[config.mk]
export PLATFORM = sky130hd
export DESIGN_NAME = burst_slot_sender
export DESIGN_NICKNAME = d
export VERILOG_FILES = /design/src/rtl/burst_slot_sender_pkg.sv /design/src/rtl/burst_slot_sender.sv
export SDC_FILE = /design/constraint.sdc
export NUM_CORES = 1
export LEC_CHECK = 0
export CAP_MARGIN = 10
export CORE_AREA = 2 2 124 247
export CTS_BUF_LIST = sky130_fd_sc_hd__clkbuf_8
export CTS_CLUSTER_DIAMETER = 200
export CTS_CLUSTER_SIZE = 8
export DETAILED_ROUTE_END_ITERATION = 16
export DIE_AREA = 0 0 126 249
export DONT_BUFFER_PORTS = 1
export PLACE_DENSITY = 0.46
export SLEW_MARGIN = 20
export SYNTH_ARGS = -nofsm -noshare
export SYNTH_HDL_FRONTEND = slang
export SYNTH_SLANG_ARGS = --single-unit
[constraint.sdc]
create_clock -name clk -period 2.74 [get_ports clk]
set_input_delay 0.822 -clock clk [delete_from_list [all_inputs] [get_ports clk]]
set_output_delay 0.822 -clock clk [all_outputs]
set_load 0.02 [all_outputs]
[src/rtl/burst_slot_sender_pkg.sv]
// Shared types and constants for the burst slot sender and the special memory
// that feeds it: slot layout, AXI response codes, awuser encodings, FSM states.
package burst_slot_sender_pkg;

  localparam int PID_WIDTH      = 4;
  localparam int PADDR_WIDTH    = 32;
  localparam int PDATA_WIDTH    = 8;
  localparam int PMAX_BEATS     = 16;
  localparam int PSTRB_WIDTH    = (PDATA_WIDTH / 8 < 1) ? 1 : PDATA_WIDTH / 8;
  localparam int PCOMPLETE_DATA = PDATA_WIDTH * PMAX_BEATS;
  localparam int PCOMPLETE_STRB = PSTRB_WIDTH * PMAX_BEATS;
  localparam int PAWUSER_WIDTH  = 2;
  localparam int POTHER_WIDTH   = 8;

  localparam logic [PAWUSER_WIDTH-1:0] AWUSER_NORMAL = 2'b00;
  localparam logic [PAWUSER_WIDTH-1:0] AWUSER_DIVERT = 2'b01;

  localparam logic [1:0] AXI_RESP_OKAY   = 2'b00;
  localparam logic [1:0] AXI_RESP_EXOKAY = 2'b01;
  localparam logic [1:0] AXI_RESP_SLVERR = 2'b10;
  localparam logic [1:0] AXI_RESP_DECERR = 2'b11;

  typedef struct packed {
    logic [PID_WIDTH-1:0]      awid;
    logic [PADDR_WIDTH-1:0]    awaddr;
    logic [7:0]                awlen;
    logic [2:0]                awsize;
    logic [1:0]                awburst;
    logic [PAWUSER_WIDTH-1:0]  awuser;
    logic [POTHER_WIDTH-1:0]   other;
    logic [PCOMPLETE_DATA-1:0] data;
    logic [PCOMPLETE_STRB-1:0] strb;
  } burst_slot;

  typedef enum logic [1:0] {
    S_IDLE,
    S_ADDR,
    S_DATA,
    S_RESP
  } sender_state_e;

endpackage

[src/rtl/burst_slot_sender.sv]
// AXI write-issue stage: takes one buffered burst_slot, issues AW, serialises W
// beats, then collects B. Optional B-wait timeout via BURST_SENDER_RESP_TIMEOUT_EN.
module burst_slot_sender
  import burst_slot_sender_pkg::*;
#(
  parameter int ID_WIDTH       = PID_WIDTH,
  parameter int ADDR_WIDTH     = PADDR_WIDTH,
  parameter int DATA_WIDTH     = PDATA_WIDTH,
  parameter int MAX_BEATS      = PMAX_BEATS,
  parameter int TIMEOUT_CYCLES = 256
) (
  input  logic                     clk,
  input  logic                     rst,
  input  logic                     tran_valid,
  input  burst_slot                in_slot,
  output logic                     tran_ready,
  output logic                     awvalid,
  input  logic                     awready,
  output logic [ID_WIDTH-1:0]      awid,
  output logic [ADDR_WIDTH-1:0]    awaddr,
  output logic [7:0]               awlen,
  output logic [2:0]               awsize,
  output logic [1:0]               awburst,
  output logic [PAWUSER_WIDTH-1:0] awuser,
  output logic                     wvalid,
  input  logic                     wready,
  output logic [ID_WIDTH-1:0]      wid,
  output logic [DATA_WIDTH-1:0]    wdata,
  output logic [PSTRB_WIDTH-1:0]   wstrb,
  output logic                     wlast,
  input  logic                     bvalid,
  output logic                     bready,
  input  logic [1:0]               bresp,
  input  logic [ID_WIDTH-1:0]      bid,
  output logic                     resp_err,
  output logic                     busy
);

  localparam int BEAT_W = (MAX_BEATS > 1) ? $clog2(MAX_BEATS) : 1;
  localparam logic [7:0] MAX_LEN = 8'(MAX_BEATS - 1);

  sender_state_e state_q, state_d;
  burst_slot     slot_q;
  logic [BEAT_W-1:0] beat_q;
  logic [BEAT_W-1:0] last_q;
  logic [BEAT_W-1:0] eff_len_in;
  logic oversize;
  logic accept;
  logic beat_inc;
  logic resp_err_c;
  logic tmo_hit;
  logic unused_other;

  assign oversize   = in_slot.awlen > MAX_LEN;
  assign eff_len_in = oversize ? BEAT_W'(MAX_BEATS - 1) : in_slot.awlen[BEAT_W-1:0];

`ifdef BURST_SENDER_RESP_TIMEOUT_EN
  localparam int TMO_W = $clog2(TIMEOUT_CYCLES + 1);
  logic [TMO_W-1:0] tmo_q;

  always_ff @(posedge clk) begin
    if (rst || state_q != S_RESP) tmo_q <= '0;
    else                          tmo_q <= tmo_q + 1'b1;
  end

  assign tmo_hit = (state_q == S_RESP) && (tmo_q == TMO_W'(TIMEOUT_CYCLES - 1));
`else
  logic [31:0] unused_tmo;
  assign unused_tmo = 32'(TIMEOUT_CYCLES);
  assign tmo_hit    = 1'b0;
`endif

  always_comb begin
    state_d    = state_q;
    tran_ready = 1'b0;
    awvalid    = 1'b0;
    wvalid     = 1'b0;
    wlast      = 1'b0;
    bready     = 1'b0;
    accept     = 1'b0;
    beat_inc   = 1'b0;
    resp_err_c = 1'b0;
    unique case (state_q)
      S_IDLE: begin
        tran_ready = 1'b1;
        if (tran_valid) begin
          accept     = 1'b1;
          resp_err_c = oversize;
          state_d    = S_ADDR;
        end
      end
      S_ADDR: begin
        awvalid = 1'b1;
        if (awready) state_d = S_DATA;
      end
      S_DATA: begin
        wvalid = 1'b1;
        wlast  = (beat_q == last_q);
        if (wready) begin
          if (wlast) state_d  = S_RESP;
          else       beat_inc = 1'b1;
        end
      end
      S_RESP: begin
        bready = 1'b1;
        if (bvalid) begin
          state_d    = S_IDLE;
          resp_err_c = (bresp != AXI_RESP_OKAY) || (bid != slot_q.awid);
        end else if (tmo_hit) begin
          state_d    = S_IDLE;
          resp_err_c = 1'b1;
        end
      end
      default: state_d = S_IDLE;
    endcase
    resp_err = resp_err_c && !rst;
  end

  always_ff @(posedge clk) begin
    if (rst) begin
      state_q <= S_IDLE;
      slot_q  <= '0;
      beat_q  <= '0;
      last_q  <= '0;
    end else begin
      state_q <= state_d;
      if (accept) begin
        slot_q <= in_slot;
        beat_q <= '0;
        last_q <= eff_len_in;
      end else if (beat_inc) begin
        beat_q <= beat_q + 1'b1;
      end
    end
  end

  assign awid    = slot_q.awid;
  assign awaddr  = slot_q.awaddr;
  assign awlen   = slot_q.awlen;
  assign awsize  = slot_q.awsize;
  assign awburst = slot_q.awburst;
  assign awuser  = slot_q.awuser;
  assign wid     = slot_q.awid;
  assign wdata   = slot_q.data[beat_q*DATA_WIDTH +: DATA_WIDTH];
  assign wstrb   = slot_q.strb[beat_q*PSTRB_WIDTH +: PSTRB_WIDTH];
  assign busy    = (state_q != S_IDLE);

  assign unused_other = ^slot_q.other;

endmodule

# Word-level counts from Yosys, hierarchy flattened
# Index checks and enable logic that the tools add are counted.
dict set report word_totals {
  reg_bits 205
  inputBits 215
  out_inout_bits 71
  elab_cells 53
}
dict set report classes {
  add_sub_neg 1
  magnitude_cmp 1
  n_eq_ne 10
  shift 2
  muxes 20
  reduce_logical 8
}
# op n
set ops {}
lappend ops {{$shiftx A128 B8 Y8} 1}
lappend ops {{$shiftx A16 B5 Y1} 1}
lappend ops {{$mux W1} 12}
lappend ops {{$mux W2} 5}
lappend ops {{$ne A2 B2 Y1 const B} 5}
lappend ops {{$gt A8 B4 Y1 const B} 1}
lappend ops {{$pmux W2 S4} 1}
lappend ops {{$reduce_and A5 Y1} 1}
lappend ops {{$add A4 B1 Y4 const B} 1}
lappend ops {{$eq A2 B2 Y1 const B} 2}
lappend ops {{$eq A4 B4 Y1} 1}
lappend ops {{$mux W4} 1}
lappend ops {{$ne A4 B4 Y1} 1}
lappend ops {{$reduce_bool A2 Y1} 2}
lappend ops {{$eq A2 B1 Y1 const B} 1}
lappend ops {{$logic_not A2 Y1} 1}
lappend ops {{$pmux W1 S2} 1}
lappend ops {{$reduce_or A2 Y1} 1}
lappend ops {{$logic_and A1 B1 Y1} 1}
lappend ops {{$logic_not A1 Y1} 1}
lappend ops {{$logic_or A1 B1 Y1} 1}

# Depth between registers and ports, before layout
# Gate-level depths: netlist of run 1.
dict set report logic_depth {
  ltp_word 5
  depth_mapped 9
  ltp_nobuf 6
}

# Least setup slack after synthesis of run 1
# No wires, ideal clock.
dict set report synth_path {
  kind {reg2out}
  startpoint {register state_q[0]}
  endpoint {output resp_err}
  t_arrival_ps 2049
  required_ps 1918
  setup_slack_ps -131
  path_stages_with_launch 9
  n_path_buf 3
  cell_sequence {dfxtp_1 > inv_1 > ha_1 > clkbuf_1 > and2_1 > buf_2 > buf_2 > o41ai_1 > a211oi_1}
}
dict set report synth_via {
  elab_chain_cells 3
  elab_cells_between_ends 4
  classes_between {eq/ne (1); mux (1); reduce/logical (2)}
}
# element line_no
set synth_rtl {}
lappend synth_rtl {{start, declared} burst_slot_sender.sv:42} ;# sender_state_e state_q, state_d;
lappend synth_rtl {{start signal, assigned} burst_slot_sender.sv:126} ;# state_q <= state_d;
lappend synth_rtl {{$eq A2 B2 Y1 or $logic_not A2 Y1 (tied branches)} burst_slot_sender.sv:83} ;# unique case (state_q)
lappend synth_rtl {{$pmux W1 S2 *} burst_slot_sender.sv:83}
lappend synth_rtl {{$logic_and A1 B1 Y1 *} burst_slot_sender.sv:116} ;# resp_err = resp_err_c && !rst;
lappend synth_rtl {{end, declared} burst_slot_sender.sv:35} ;# output logic resp_err,
# Mark *: on every way between the ends. The rest lies on a longest branch, timed or not.

# Worst setup path after layout of run 1
dict set report layout_path {
  startpoint {register beat_q[0]}
  endpoint {output wdata[3]}
}
dict set report layout_via {
  elab_chain_cells 1
}
# element line_no
set layout_rtl {}
lappend layout_rtl {{start, declared} burst_slot_sender.sv:44} ;# logic [BEAT_W-1:0] beat_q;
lappend layout_rtl {{start signal, assigned} burst_slot_sender.sv:132} ;# beat_q <= beat_q + 1'b1;
lappend layout_rtl {{$shiftx A128 B8 Y8} burst_slot_sender.sv:144} ;# assign wdata = slot_q.data[beat_q*DATA_WIDTH +: DATA_WIDTH];
lappend layout_rtl {{end, declared} burst_slot_sender.sv:28} ;# output logic [DATA_WIDTH-1:0] wdata,
# No other way between the ends.

==> results of run 1 <==
-- cell usage after synthesis, types with 2 or more instances --
| cell type | n | area share |
|---|---|---|
| clkbuf_1 | 49 | 0.021 |
| buf_2 | 17 | 0.0097 |
| dfxtp_1 | 205 | 0.47 |
| and2_1 | 3 | 0.0021 |
| ha_1 | 5 | 0.0072 |
| buf_4 | 55 | 0.047 |
| mux4_2 | 38 | 0.098 |
| buf_1 | 9 | 0.0039 |
| a31oi_1 | 5 | 0.0036 |
| xnor2_1 | 4 | 0.0040 |
| nand2b_1 | 3 | 0.0021 |
| mux2i_1 | 3 | 0.0034 |
| nor2b_1 | 3 | 0.0021 |
| mux4_1 | 7 | 0.021 |
| nor3_1 | 3 | 0.0017 |
| nand2_1 | 398 | 0.17 |
| xor2_1 | 5 | 0.0050 |
| inv_1 | 3 | 0.0013 |
| nor4_1 | 2 | 0.0014 |
| a21oi_1 | 196 | 0.11 |
-- sequential cells by signal, indices dropped and copies added (netlist names) --
name / cells
awaddr: 32
awburst: 2
awid: 4
awlen: 8
awsize: 3
awuser: 2
beat_q: 4
last_q: 4
slot_q: 144
state_q: 2
-- worst register-to-register path: stages (launching register included) --
cell and delay, ns:
dfxtp_2 0.34, inv_1 0.08, ha_1 0.17, and2_4 0.18, buf_12 0.56, nand2_1 0.35
a21oi_1 0.17
-- metal layers --
layer	vias up	GRT usage	wire (um)
met5	-	0	0
met4	0	0.0449	465
met3	31	0.0402	1850
met2	218	0.309	14300
met1	3025	0.156	8980
li1	3187	-	-
-- cell families (layout without fill, tap and decap cells) --
logic type      count (synthesis)  in the layout  share of synthesized area
fa+ha+maj                       5              5                    0.00715
other cells                     0              2                          0
xor+xnor                        9              9                    0.00901
mux                            48             48                      0.122
simple gates                  417            417                      0.184
compound gates                207            207                      0.122
flops                         205            205                      0.469
buf+inv                       135             57                     0.0867
-- power by group --
group | internal (W) | switching, W
Combinational | 0.000848 | 0.00162
Sequential | 0.00352 | 0.000438
Clock | 0.000938 | 0.00111
Total | 0.00530 | 0.00317
-- metrics by stage --
step                instance area, sq um  setup WS, ns
finish                              9150        -0.443
CTS                                 9140        -0.539
global route                        9150        -0.539
detailed placement                  8710        0.0654
floorplan                           8750        0.0481
global placement                    8710        0.0536
-- worst max-delay path by stage --
stage	start	endpoint	slack, ns	depth (start not counted)
floorplan	state_q[0]	resp_err	0.05	8
global placement	bid[2]	resp_err	0.05	5
detailed placement	bid[2]	resp_err	0.07	5
CTS	beat_q[0]	wdata[4]	-0.54	3
global route	beat_q[0]	wdata[3]	-0.54	3
finish	beat_q[0]	wdata[3]	-0.44	3
-- layout make-up --
type,instances,area (sq um)
Tap cell,364,455
Fill cell,3226,20200
Multi-Input combinational cell,686,3900
Clock inverter,2,8.76
Clock buffer,29,399
Antenna cell,2,5.00
Inverter,3,11.3
Sequential cell,205,4110
Timing Repair Buffer,23,259
-- timing repair --
item,CTS,global route
pin swaps,1,0
resized for setup,7,5
endpoints found under the setup margin,11,11
buffers inserted,2,0
==> qor.yml, run 1 <==
setup_path:
  end_kind: "output port"
  path_class: "register to output port"
  crit_family: "multiplexers"
  crit_fanout: 8
  reg2regPathDepth: 6
  critPathLaunchType: "register"
  path_cells: "buf_12 > mux4_1 > mux4_2"
  slowest_stage: "mux4_1"
  critPathBufInv: 1
  critPathMaxStageDelay_ns: 0.61
  r2r_slack_ns: 0.80
  required_ns: 1.92
  r2r_start: "state_q[1]"
  r2r_end: "slot_q[120]"
  cp.arrival_ns: 2.36
clock_network:
  hold_buffers: 0
  insertion_delay_ns: 0.57
  cts_buffer_depth: 3
  cts_htree_levels: 1
  tritoncts: "built"
  clk_pin_slew_ns: 0.08
  clockRootBuffer: "clkbuf_8"
  cts.sinks: 205
  cts_made_buffers: 29
sta:
  period_share: 1.16
  slew_headroom: 0.458
  rsz0062_at_grt: "true"
  holdWs_ns: 0.329
  fin_worst_skew_ns: 0.0150
  maxSlewViolCount: 0
  min_period_ns: 3.18
  timing.fmax_mhz: 314
  fin_setup_tns_ns: -3.71
  worst_pin_slew_ns: 0.812
  finalHoldViolations: 0
  setup_slack_ns: -0.443
  setup_viol: 10
floorplan:
  core_area_sq_um: 29400
  row_count: 89
  die_y_um: 249
  initial_core_util: 0.297
  pin_count: 286
  die_w_um: 126
  dieArea_sq_um: 31400
synth:
  yosysUniqueCellTypes: 33
  yosys_warnings: 0
  ys_ff_latch: 205
  syn_area_sq_um: 8750
  syn_inst: 1026
  ys_seq_area_frac: 0.469
  ys_async_sr_fraction: 0
  avgSynthCellArea_sq_um: 8.52
  synth-edff-count: 0
  synthesis.nets: 1246
  dominantRegCellSynth: "dfxtp_1"
grt:
  antenna_found_initial: 2
  grt_start_max_net_pins: 207
  grt_overflow: 0
  grt_pass1_wl_um: 38200
  grt_use_total: 0.156
  grt_pass1_vias: 6505
status:
  outcome: "finished with violations"
  violations: "negative setup slack"
detailed_routing:
  route.detailed.drc: 0
  wirelength_um: 25600
  first_pass_iters: 5
  wl_per_cell_um: 19.5
  ant_nets: 0
  drtIter0Drc: 272
  routed-via-count: 6461
  vias_per_cell: 4.92
place:
  port_buffers: 0
  place_inst: 1279
  post-dp-hpwl_um: 17800
  gp_congestion: 0.746
final_layout:
  layout_commonest_cell: "nand2_1"
  postLayoutCoreUtil: 0.311
  nNetsFinal: 1168
  final_cell_mix: "nand2_1, dfxtp_1, a21oi_1"
  syn2layout_area_growth_pct: 4.65
  final_cells: 1314
  drive_above_1_share: 0.111
pwr:
  vdd_ir_drop_max_uv: 663
  p_total_w: 0.00847
  powerDensity_nw_per_um2: 925
  leakage_nw: 3.23
min_path:
  min_path_type: "input port to register"
  hold_start: "rst"
  holdPathStages: 1
  hold_end: "awlen[5]"
job:
  cap_viol_max_count: 0
No activity file was read; power rests on OpenSTA's default activity.
==> run 2, diff against run 1 <==
- RECOVER_POWER: not set -> 25
==> qor.yml, run 2 (synthesis results as in run 1) <==
status:
  outcome: "finished with violations"
  violations: "negative setup slack"
sta:
  finalHoldViolations: 0  # unchanged
  setup_slack_ns: -0.443  # -0.0000270 ns
  period_share: 1.16  # about the same
  fin_worst_skew_ns: 0.0149  # -0.000101 ns
  min_period_ns: 3.18  # +0.0000270 ns
  timing.fmax_mhz: 314  # about the same
  maxSlewViolCount: 0  # unchanged
  rsz0062_at_grt: "true"
  setup_viol: 10  # unchanged
  worst_pin_slew_ns: 1.36  # +0.549 ns
  fin_setup_tns_ns: -3.83  # -0.118 ns
  slew_headroom: 0.0921  # -0.366
floorplan:
  dieArea_sq_um: 31400  # unchanged
  pin_count: 286  # unchanged
  core_area_sq_um: 29400  # unchanged
  initial_core_util: 0.297  # unchanged
  die_y_um: 249  # unchanged
  row_count: 89  # unchanged
  die_w_um: 126  # unchanged
setup_path:
  path_cells: "buf_12 > mux4_1 > mux4_2"
  path_class: "register to output port"
  r2r_slack_ns: 0.23  # -0.57 ns
  crit_fanout: 8  # unchanged
  end_kind: "output port"
  slowest_stage: "mux4_1"
  r2r_start: "state_q[1]"
  reg2regPathDepth: 6  # unchanged
  r2r_end: "slot_q[120]"
  critPathLaunchType: "register"
  required_ns: 1.92  # about the same
  critPathMaxStageDelay_ns: 0.61  # about the same
  cp.arrival_ns: 2.36  # about the same
grt:
  grt_start_max_net_pins: 207  # unchanged
  antenna_found_initial: 2  # unchanged
  grt_use_total: 0.156  # unchanged
  grt_overflow: 0  # unchanged
  grt_pass1_wl_um: 38200  # unchanged
  grt_pass1_vias: 6505  # unchanged
final_layout:
  largest-register: "slot_q"
  layout_commonest_cell: "nand2_1"
  regArea_sq_um: 4110  # about the same
  final_area_sq_um: 9140  # -0.14%
  multi_input_area_sq_um: 3900  # about the same
  largest_reg_flops: 144  # unchanged
  syn2layout_area_growth_pct: 4.51
  final_cells: 1314  # unchanged
  final_cell_mix: "nand2_1, dfxtp_1, a21oi_1"
  drive_above_1_share: 0.109  # -0.00211
  nNetsFinal: 1168  # unchanged
  num-fill-cells: 3228  # +0.062%
pwr:
  swShare: 0.374  # about the same
  powerDensity_nw_per_um2: 925  # about the same
  p_total_w: 0.00846  # -0.15%
  vdd_ir_drop_max_uv: 662  # about the same
  clock_power_share: 0.242  # about the same
  intPower_w: 0.00529  # -0.17%
  sequentialPowerShare: 0.467  # about the same
  p_comb_frac: 0.291  # about the same
  switching_power_w: 0.00316  # -0.11%
  leakage_nw: 3.23  # -0.18%
detailed_routing:
  drtIter0Drc: 272  # unchanged
  route.detailed.drc: 0  # unchanged
  routed-via-count: 6456  # -0.077%
  wl_per_cell_um: 19.5  # about the same
  first_pass_iters: 5  # unchanged
  vias_per_cell: 4.91  # about the same
  ant_nets: 0  # unchanged
  wirelength_um: 25600  # about the same
place:
  gp_congestion: 0.746  # unchanged
  port_buffers: 0  # unchanged
  place_inst: 1279  # unchanged
  place_area_sq_um: 8710  # unchanged
  post-dp-hpwl_um: 17800  # unchanged
clock_network:
  cts_htree_levels: 1  # unchanged
  cts.sinks: 205  # unchanged
  clk_pin_slew_ns: 0.08  # about the same
  cts_made_buffers: 29  # unchanged
  clockRootBuffer: "clkbuf_8"
  cts_buffer_depth: 3  # unchanged
  insertion_delay_ns: 0.57  # about the same
  tritoncts: "built"
min_path:
  holdPathStages: 1  # unchanged
  min_path_type: "input port to register"
  hold_end: "awlen[5]"
  hold_start: "rst"
job:
  cap_viol_max_count: 0  # unchanged
## run 2: cell types whose count changed in the layout (fill, tap and decap cells not counted)
cell / delta
and2_0: +1
and2_4: -1
buf_12: -1
buf_6: +1
dfxtp_1: +1
dfxtp_2: -1
## run 2: final cells by class
cell class	instances	area share
inverters	3	0.00123
well taps	364	0.0498
repair buffers	23	0.0274
diodes	2	0.000548
flip-flops and latches	205	0.450
clock buffers	29	0.0437
clock inverters	2	0.000958
multi-input cells	686	0.427
## run 2: power by group through the flow
stage	logic [W]	registers, W	clock network [W]
floorplan	0.00226	0.00376	0
global placement	0.00249	0.00401	0
detailed placement	0.00253	0.00402	0
CTS	0.00255	0.00396	0.00217
global route	0.00277	0.00401	0.00227
finish	0.00246	0.00395	0.00204
## run 2: timing repair
item,CTS,global route
setup buffers,2,0
pin swaps,1,0
setup endpoints to repair,11,11
resized for setup,7,5
hold buffers,0,0
## run 2: worst max-delay path: cells and delay by family, from the launching register on
| family | cells | cell delay, ns |
|---|---|---|
| multiplexers | 2 | 1.20 |
| buffers and inverters | 1 | 0.15 |
| flip-flops | 1 | 0.42 |
## run 2: how the worst max path moves through the flow
stage	from	end	slack [ns]	cells past startpoint
after floorplan	state_q[0]	resp_err	0.05	8
after global placement	bid[2]	resp_err	0.05	5
after detailed placement	bid[2]	resp_err	0.07	5
after CTS	beat_q[0]	wdata[4]	-0.54	3
after global routing	beat_q[0]	wdata[3]	-0.54	3
final	beat_q[0]	wdata[3]	-0.44	3
## run 2: per-stage QoR
step	hold WS (ns)	worst slack [ns]	utilization
after floorplan	0.432	0.0481	-
after global placement	0.433	0.0536	0.296
after detailed placement	0.438	0.0654	0.296
after CTS	0.266	-0.539	0.311
after global routing	0.273	-0.539	0.311
final	0.329	-0.443	0.311
## run 2: per-layer routing
metal / part of all wire / up-vias / track usage
li1: - / 3187 / -
met1: 0.35 / 3020 / 0.156
met2: 0.56 / 218 / 0.309
met3: 0.072 / 31 / 0.0402
met4: 0.018 / 0 / 0.0449
met5: 0 / - / 0
==> run 3, diff against run 2 <==
- HOLD_SLACK_MARGIN: not set -> 0.12
- SKIP_CTS_REPAIR_TIMING: not set -> 1
==> qor.yml, run 3 (synthesis results as in run 1) <==
clock_network:
  clk_pin_slew_ns: 0.08  # about the same
  insertion_delay_ns: 0.57  # about the same
  cts.sinks: 205  # unchanged
  clockRootBuffer: "clkbuf_8"
  cts_htree_levels: 1  # unchanged
  cts_buffer_depth: 3  # unchanged
  cts_made_buffers: 29  # unchanged
  tritoncts: "built"
final_layout:
  final_cell_mix: "nand2_1, dfxtp_1, a21oi_1"
  largest-register: "slot_q"
  final_cells: 1315  # +0.076%
  postLayoutCoreUtil: 0.311  # +0.000511
  nNetsFinal: 1168  # unchanged
  layout_commonest_cell: "nand2_1"
  largest_reg_flops: 144  # unchanged
  syn2layout_area_growth_pct: 4.68
  drive_above_1_share: 0.110  # +0.00105
  final_area_sq_um: 9160  # +0.16%
sta:
  slew_headroom: 0.462  # +0.370
  fin_worst_skew_ns: 0.0149  # -0.00000420 ns
  period_share: 1.17  # +0.00436
  min_period_ns: 3.19  # +0.0120 ns
  setup_slack_ns: -0.455  # -0.0120 ns
  finalHoldViolations: 0  # unchanged
  timing.fmax_mhz: 313  # -0.37%
  maxSlewViolCount: 0  # unchanged
  rsz0062_at_grt: "true"
  worst_pin_slew_ns: 0.807  # -0.555 ns
  setup_viol: 10  # unchanged
  holdWs_ns: 0.329  # -0.000617 ns
floorplan:
  core_area_sq_um: 29400  # unchanged
  initial_core_util: 0.297  # unchanged
  die_y_um: 249  # unchanged
  dieArea_sq_um: 31400  # unchanged
  pin_count: 286  # unchanged
  row_count: 89  # unchanged
  die_w_um: 126  # unchanged
setup_path:
  required_ns: 1.92  # about the same
  critPathLaunchType: "register"
  end_kind: "output port"
  crit_fanout: 6  # -2
  r2r_slack_ns: 0.79  # +0.56 ns
  r2r_end: "slot_q[108]"
  r2r_start: "state_q[1]"
  reg2regPathDepth: 6  # unchanged
  crit_start: "beat_q[0]"
  cp.arrival_ns: 2.37  # about the same
  path_class: "register to output port"
pwr:
  leakage_nw: 3.24  # +0.34%
  powerDensity_nw_per_um2: 924  # -0.15%
  vdd_ir_drop_max_uv: 660  # -0.35%
detailed_routing:
  wirelength_um: 25600  # -0.31%
  ant_nets: 0  # unchanged
  vias_per_cell: 4.90  # -0.32%
  wl_per_cell_um: 19.4  # -0.38%
  routed-via-count: 6440  # -0.25%
  first_pass_iters: 4  # -1
  drtIter0Drc: 290  # +6.6%
  route.detailed.drc: 0  # unchanged
min_path:
  min_path_type: "input port to register"
  holdPathStages: 1  # unchanged
  hold_start: "rst"
  hold_end: "awlen[5]"
place:
  gp_congestion: 0.746  # unchanged
  port_buffers: 0  # unchanged
  dp_slack_ns: 0.0654  # unchanged
  place_area_sq_um: 8710  # unchanged
  place_inst: 1279  # unchanged
  post-dp-hpwl_um: 17800  # unchanged
grt:
  grt_use_total: 0.156  # -0.000715
  grt_pass1_wl_um: 38000  # -0.49%
  antenna_found_initial: 2  # unchanged
  grt_overflow: 0  # unchanged
  grt_start_max_net_pins: 207  # unchanged
  grt_pass1_vias: 6478  # -0.42%
job:
  cap_viol_max_count: 0  # unchanged
status:
  outcome: "finished with violations"
  violations: "negative setup slack"
==> run 3: cell count changes in the layout (fill, tap and decap cells not counted) <==
cell / previous run / this run
dfxtp_2: 2 / 3
and2_4: 1 / 2
buf_12: 5 / 6
dfxtp_1: 202 / 201
and2_0: 1 / 0
diode_2: 2 / 3
buf_4: 14 / 15
buf_6: 4 / 2
mux4_1: 5 / 6
mux4_2: 40 / 39
==> run 3: worst max-delay path, stage by stage, from the launching register on <==
cell     delay [ns]
dfxtp_4        0.42
buf_4          0.19
mux4_2         0.57
mux4_2         0.60
==> run 3: power by group <==
part / internal (W) / leakage (nW) / switching (W)
logic: 0.000847 / 1.34 / 0.00162
registers: 0.00352 / 1.68 / 0.000436
clock network: 0.000937 / 0.218 / 0.00110
total: 0.00530 / 3.24 / 0.00316
==> run 3: layer usage <==
layer	vias up	share of wire	global-route usage
li1	3190	-	-
met1	3003	0.35	0.157
met2	217	0.56	0.306
met3	30	0.071	0.0402
met4	0	0.018	0.0449
met5	-	0	0
==> run 3: area by class of cell <==
type / instances / area [sq um]
Fill cell: 3217 / 20200
Tap cell: 364 / 455
Clock inverter: 2 / 8.76
Multi-Input combinational cell: 686 / 3910
Inverter: 3 / 11.3
Clock buffer: 29 / 399
Timing Repair Buffer: 23 / 255
Antenna cell: 3 / 7.51
Sequential cell: 205 / 4110
==> run 3: worst max path at each step <==
| stage | endpoint | slack, ns | cells after the start |
|---|---|---|---|
| 6_report | wdata[4] | -0.45 | 3 |
| 5_1_grt | wdata[4] | -0.54 | 3 |
| 4_1_cts | wdata[7] | -0.55 | 3 |
| 3_5_place_dp | resp_err | 0.07 | 5 |
| 3_3_place_gp | resp_err | 0.05 | 5 |
| 2_1_floorplan | resp_err | 0.05 | 8 |
==> run 3: metrics by stage <==
step                      power, W  TNS, ns
final                      0.00846    -3.87
after global routing       0.00906    -4.84
after CTS                  0.00866    -5.37
after detailed placement   0.00655        0
after global placement     0.00650        0
after floorplan            0.00602        0
